$ cat src/rtl/fetch_queue_if.sv
// fetch_queue_if: handshake/bus bundle between fetch, the fetch queue and decode.
//   in_valid/in_pc/in_instr/in_ready : fetch -> queue push channel
//   out_valid/out_pc/out_instr/out_ready : queue -> decode pop channel
//   flush : discard every buffered entry
//   count : current occupancy, 0..DEPTH
// modport slave is the queue side; modport master is the fetch/decode side.
interface fetch_queue_if #(
  parameter int DEPTH = 4
);
  localparam int CW = $clog2(DEPTH) + 1;

  logic          in_valid;
  logic [31:0]   in_pc;
  logic [31:0]   in_instr;
  logic          in_ready;
  logic          out_valid;
  logic [31:0]   out_pc;
  logic [31:0]   out_instr;
  logic          out_ready;
  logic          flush;
  logic [CW-1:0] count;

  modport master (
    output in_valid, in_pc, in_instr, out_ready, flush,
    input  in_ready, out_valid, out_pc, out_instr, count
  );

  modport slave (
    input  in_valid, in_pc, in_instr, out_ready, flush,
    output in_ready, out_valid, out_pc, out_instr, count
  );
endinterface

$ cat src/rtl/fetch_queue.sv
// fetch_queue: circular instruction buffer between fetch and decode.
//   clk   : rising-edge clock
//   reset : asynchronous, active-high; clears pointers, count and storage
//   fq    : fetch_queue_if.slave (push channel, pop channel, flush, count)
// Every output is a function of registered state only, so no input reaches
// an output combinationally. Flush wins over push and pop in the same cycle.
module fetch_queue #(
  parameter int DEPTH = 4
) (
  input  logic         clk,
  input  logic         reset,
  fetch_queue_if.slave fq
);
  localparam int AW = $clog2(DEPTH);
  localparam int CW = AW + 1;

  typedef struct packed {
    logic [31:0] pc;
    logic [31:0] instr;
  } entry_t;

  entry_t        mem_q [DEPTH];
  logic [AW-1:0] head_q, head_d;
  logic [AW-1:0] tail_q, tail_d;
  logic [CW-1:0] count_q, count_d;

  logic full, empty, push, pop;

  assign full  = (count_q == CW'(DEPTH));
  assign empty = (count_q == '0);

  // Handshakes are qualified with registered flags, so a pop in the same
  // cycle never opens a slot for a push while full.
  assign push = fq.in_valid  & ~full  & ~fq.flush;
  assign pop  = fq.out_ready & ~empty & ~fq.flush;

  assign fq.in_ready  = ~full;
  assign fq.out_valid = ~empty;
  assign fq.count     = count_q;
  assign fq.out_pc    = empty ? '0 : mem_q[head_q].pc;
  assign fq.out_instr = empty ? '0 : mem_q[head_q].instr;

  // Pointers wrap naturally since DEPTH is a power of two.
  always_comb begin
    head_d  = head_q;
    tail_d  = tail_q;
    count_d = count_q;
    if (fq.flush) begin
      head_d  = '0;
      tail_d  = '0;
      count_d = '0;
    end else begin
      if (push) tail_d = tail_q + AW'(1);
      if (pop)  head_d = head_q + AW'(1);
      case ({push, pop})
        2'b10:   count_d = count_q + CW'(1);
        2'b01:   count_d = count_q - CW'(1);
        default: count_d = count_q;
      endcase
    end
  end

  always_ff @(posedge clk or posedge reset) begin
    if (reset) begin
      head_q  <= '0;
      tail_q  <= '0;
      count_q <= '0;
    end else begin
      head_q  <= head_d;
      tail_q  <= tail_d;
      count_q <= count_d;
    end
  end

  // Storage survives flush; only reset clears it.
  always_ff @(posedge clk or posedge reset) begin
    if (reset) begin
      for (int i = 0; i < DEPTH; i++) mem_q[i] <= '0;
    end else if (push) begin
      mem_q[tail_q] <= '{pc: fq.in_pc, instr: fq.in_instr};
    end
  end
endmodule

$ cat src/flat_wrapper.sv
// flat-port wrapper written by rule: the top's interface ports become plain ports
module fetch_queue_flat 
#(
  parameter int DEPTH = 4
)
  (clk, reset, fq_in_valid, fq_in_pc, fq_in_instr, fq_out_ready, fq_flush, fq_in_ready, fq_out_valid, fq_out_pc, fq_out_instr, fq_count);
  fetch_queue_if #(.DEPTH(DEPTH)) fq_i ();
  input  logic clk;
  input  logic reset;
  input wire logic [$bits(fq_i.in_valid)-1:0] fq_in_valid;
  input wire logic [$bits(fq_i.in_pc)-1:0] fq_in_pc;
  input wire logic [$bits(fq_i.in_instr)-1:0] fq_in_instr;
  input wire logic [$bits(fq_i.out_ready)-1:0] fq_out_ready;
  input wire logic [$bits(fq_i.flush)-1:0] fq_flush;
  output wire logic [$bits(fq_i.in_ready)-1:0] fq_in_ready;
  output wire logic [$bits(fq_i.out_valid)-1:0] fq_out_valid;
  output wire logic [$bits(fq_i.out_pc)-1:0] fq_out_pc;
  output wire logic [$bits(fq_i.out_instr)-1:0] fq_out_instr;
  output wire logic [$bits(fq_i.count)-1:0] fq_count;
  assign fq_i.in_valid = fq_in_valid;
  assign fq_i.in_pc = fq_in_pc;
  assign fq_i.in_instr = fq_in_instr;
  assign fq_i.out_ready = fq_out_ready;
  assign fq_i.flush = fq_flush;
  assign fq_in_ready = fq_i.in_ready;
  assign fq_out_valid = fq_i.out_valid;
  assign fq_out_pc = fq_i.out_pc;
  assign fq_out_instr = fq_i.out_instr;
  assign fq_count = fq_i.count;
  fetch_queue #(.DEPTH(DEPTH)) u_core (.clk(clk), .reset(reset), .fq(fq_i));
endmodule
$ cat config.mk
export PLATFORM = sky130hd
export DESIGN_NAME = fetch_queue_flat
export DESIGN_NICKNAME = d
export VERILOG_FILES = /design/src/rtl/fetch_queue_if.sv /design/src/rtl/fetch_queue.sv /design/src/flat_wrapper.sv
export SDC_FILE = /design/constraint.sdc
export NUM_CORES = 1
export LEC_CHECK = 0
export ABC_AREA = 0
export CORE_ASPECT_RATIO = 1.1
export CORE_MARGIN = 2
export CORE_UTILIZATION = 31
export CTS_BUF_LIST = sky130_fd_sc_hd__clkbuf_8
export CTS_CLUSTER_DIAMETER = 120
export DETAILED_ROUTE_END_ITERATION = 8
export MAX_ROUTING_LAYER = met4
export RECOVER_POWER = 100
export SLEW_MARGIN = 20
export SYNTH_ARGS = -nofsm -noshare
export SYNTH_HDL_FRONTEND = slang
export SYNTH_SLANG_ARGS = --single-unit
$ cat constraint.sdc
create_clock -name clk -period 8.4 [get_ports clk]
set_input_delay 1.68 -clock clk [delete_from_list [all_inputs] [get_ports clk]]
set_output_delay 1.68 -clock clk [all_outputs]
set_load 0.03 [all_outputs]
==> reports/metrics.yaml <==
status: "finished with violations"
violations: "DRC, capacitance limit, slew limit"
drt-wirelength-per-cell_um: 19.3
cp_num_cells: 5
critPathKind: "in2reg"
cts-root-buf: "sky130_fd_sc_hd__clkbuf_8"
critical_path_peak_fanout: 47
regToRegEndpoint: "u_core.mem_q[161]"
initial_utilization: 0.315
fillers: 3762
die_width_um: 194
max-cap-violations: 10
synth.yosys.seq_area_share: 0.532
hold_class: "reg2reg"
max_clock_freq_mhz: 165
drt.antenna.violating_nets: 0
overall_via_count_from_detail_route: 6944
post_synth_instance_area_um2: 12400
maxSlewViolCount: 432
worst_reg2reg_startpoint: "u_core.fq.count[0]"
design.portCount: 138
post_cts_resized: 0
remaining_drc_errors: 12
setup.worst_path.end_class: "flop"
final_global_route_overflow_total: 0
synth.top_cells.by_area: "sky130_fd_sc_hd__dfrtp_1 (53%), sky130_fd_sc_hd__mux4_2 (12%), sky130_fd_sc_hd__mux2_1 (11%), sky130_fd_sc_hd__mux2_4 (7.3%), sky130_fd_sc_hd__mux2_2 (6.9%)"
final_net_count: 975
tritoncts.num_buffers: 49
timing.critical_path.slowest_stage_cell: "sky130_fd_sc_hd__clkbuf_1"
port-buffer-count: 137
timing.hold.worst_path_depth: 1
holdPathEnd: "u_core.mem_q[168]"
cp_cell_sequence: "dlygate4sd3_1 > nor2b_1 > nand3_1 > clkbuf_1 > mux2_2"
worstMarginPinSlew_ns: 3.38
yosysTopAreaCell: "sky130_fd_sc_hd__dfrtp_1"
timing.critical_path.buf_inv: 2
worstHoldStart: "u_core.mem_q[168]"
grt_max_degree: 150
layout.cells.most_common: "sky130_fd_sc_hd__dfrtp_1"
netlist.area_leader.share: 0.532
grt_antenna_before_repair: 2
postRouteWirelength_um: 27900
cts_hold_repair.buffers: 0
timing.critical_path.required_ns: 8.87
placeableCoreArea_um2: 39300
post-cts-setup-buffer-count: 0
startpoint_type: "input port"
syn-num-nets: 830
post_synth_num_cell_types: 36
fin_worst_skew_ns: 0.0216
route.detailed.vias_per_inst: 4.81
wire_length_of_the_first_global_routing_pass_um: 44700
ctsHtreeMaxLevel: 2
syn_inst: 756
area_growth_syn_to_layout_pct: 19.7
setup_repair_after_global_routing_missed_its_margin: "no"
number_of_register_bits_inferred_by_synthesis: 263
gr-usage-all-layers: 0.143
final-setup-viol-count: 0
dieArea_um2: 41500
most-common-layout-cells: "sky130_fd_sc_hd__dfrtp_1 (261), sky130_fd_sc_hd__mux2_1 (179), sky130_fd_sc_hd__clkdlybuf4s50_1 (103)"
worst_ir_drop_vdd_uv: 135
placer_s_final_routability_congestion_estimate: 0.704
clock_tree.buffer_depth: 3
period_needed_ns: 6.04
first_pass_drt_iterations: 8
leakage_nw: 6.39
timing.max_slew.rel_slack: -1.26
number_of_sinks_on_the_clock_net: 263
drt-initial-drc-count: 231
setup-tns-final_ns: 0
p_total_mw: 4.16
rr_worst_depth: 5
die_y_um: 213
layout_worst_path_cycle_share: 0.720
worst_ep_arrival_time_ns: 6.51
reg2reg_setup_slack_ns: 3.32
drive_above_1_share: 0.239
postSynthAreaPerCell_um2: 16.4
path_clk_slew_ns: 0.06
worst_path_dominant_cell_family: "buffers and inverters"
p_per_area_nw_per_um2: 281
first_global_vias: 7601
yosys_warnings: 0
worst_skew_pair.late_latency_ns: 0.59
cts_tree: "built"
final_hold_viol_count: 0
slowest_stage_delay_cp_ns: 2.43
core.rowCount: 76
detailedPlacementHpwl_um: 16000
==> cell type report <==
| type | instances | area [µm²] | area share |
|---|---|---|---|
| Sequential cell | 263 | 6590 | 0.445 |
| Tap cell | 507 | 634 | 0.0428 |
| Inverter | 7 | 32.5 | 0.00220 |
| Antenna cell | 2 | 5.00 | 0.000338 |
| Multi-Input combinational cell | 434 | 5090 | 0.344 |
| Clock inverter | 17 | 97.6 | 0.00659 |
| Clock buffer | 67 | 922 | 0.0623 |
| Timing Repair Buffer | 146 | 1430 | 0.0966 |
==> worst reg2reg max path, cell delays in order, from the launching register on <==
cell	delay, ns
sky130_fd_sc_hd__dfrtp_1	0.57
sky130_fd_sc_hd__nor3b_4	0.33
sky130_fd_sc_hd__inv_4	0.08
sky130_fd_sc_hd__nand3_1	0.95
sky130_fd_sc_hd__clkbuf_1	2.44
sky130_fd_sc_hd__mux2_2	0.58
==> power by group <==
group          switching, mW  internal [mW]  total [mW]
clock network          0.543          0.733        1.28
logic                  0.475          0.582        1.06
registers              0.196           1.63        1.83
total                   1.21           2.95        4.16
==> state kept, by name, indices dropped and copies added, names as in the netlist <==
| signal | cells |
|---|---|
| u_core.fq.count | 3 |
| u_core.mem_q | 256 |
| u_core.head_q | 2 |
| u_core.tail_q | 2 |
==> cells in the mapped netlist, drive strengths merged <==
master and instances:
a2111oi 2, a211oi 1, a21oi 5, a22o 1
a31oi 2, and2 64, buf 44, clkbuf 8
dfrtp 263, fa 1, ha 4, inv 7
mux2 256, mux4 64, nand2b 2, nand3 6
nand3b 4, nor2 5, nor2b 1, nor3b 1
nor4bb 1, o21a 1, o21ai 4, o311ai 2
o31ai 1, or2 1, or3 1, or4 1
xor2 3
==> through the flow <==
stage	util	area (µm²)	hold slack (ns)	setup slack, ns	std cells
after global routing	0.377	14800	0.491	1.98	1443
after CTS	0.384	15100	0.488	2.93	1441
after detailed placement	0.358	14100	0.475	3.49	1357
final	0.377	14800	0.483	2.36	1443
after global placement	0.358	14100	0.468	3.57	1357
after floorplan	-	12400	0.459	3.25	756
==> routing by layer <==
metal	GRT usage	vias to the layer above	wire, µm
met3	0.0395	47	1490
li1	-	3069	-
met1	0.184	3673	12800
met4	0.0462	0	552
met2	0.221	155	13100
met5	-	-	0
==> how the worst max path moves through the flow <==
stage                         end  slack (ns)              from
6_report        u_core.mem_q[161]        2.36       fq_in_valid
5_1_grt         u_core.mem_q[161]        1.98       fq_in_valid
4_1_cts             fq_out_pc[13]        2.93  u_core.head_q[1]
3_5_place_dp    u_core.mem_q[196]        3.49       fq_in_valid
3_3_place_gp    u_core.mem_q[200]        3.57       fq_in_valid
2_1_floorplan  u_core.fq.count[0]        3.25             reset
==> logic make-up after synthesis <==
kind of cell               after synthesis  synth area share
muxes                                  320             0.368
DFF                                    263             0.532
and+or+nand+nor                         87            0.0483
buffers and inverters                   59            0.0338
AOI/OAI and AO/OA                       19            0.0100
adders and majority gates                5           0.00567
xor gates and xnor gates                 3           0.00213
Power figures use the tool's default switching activity.
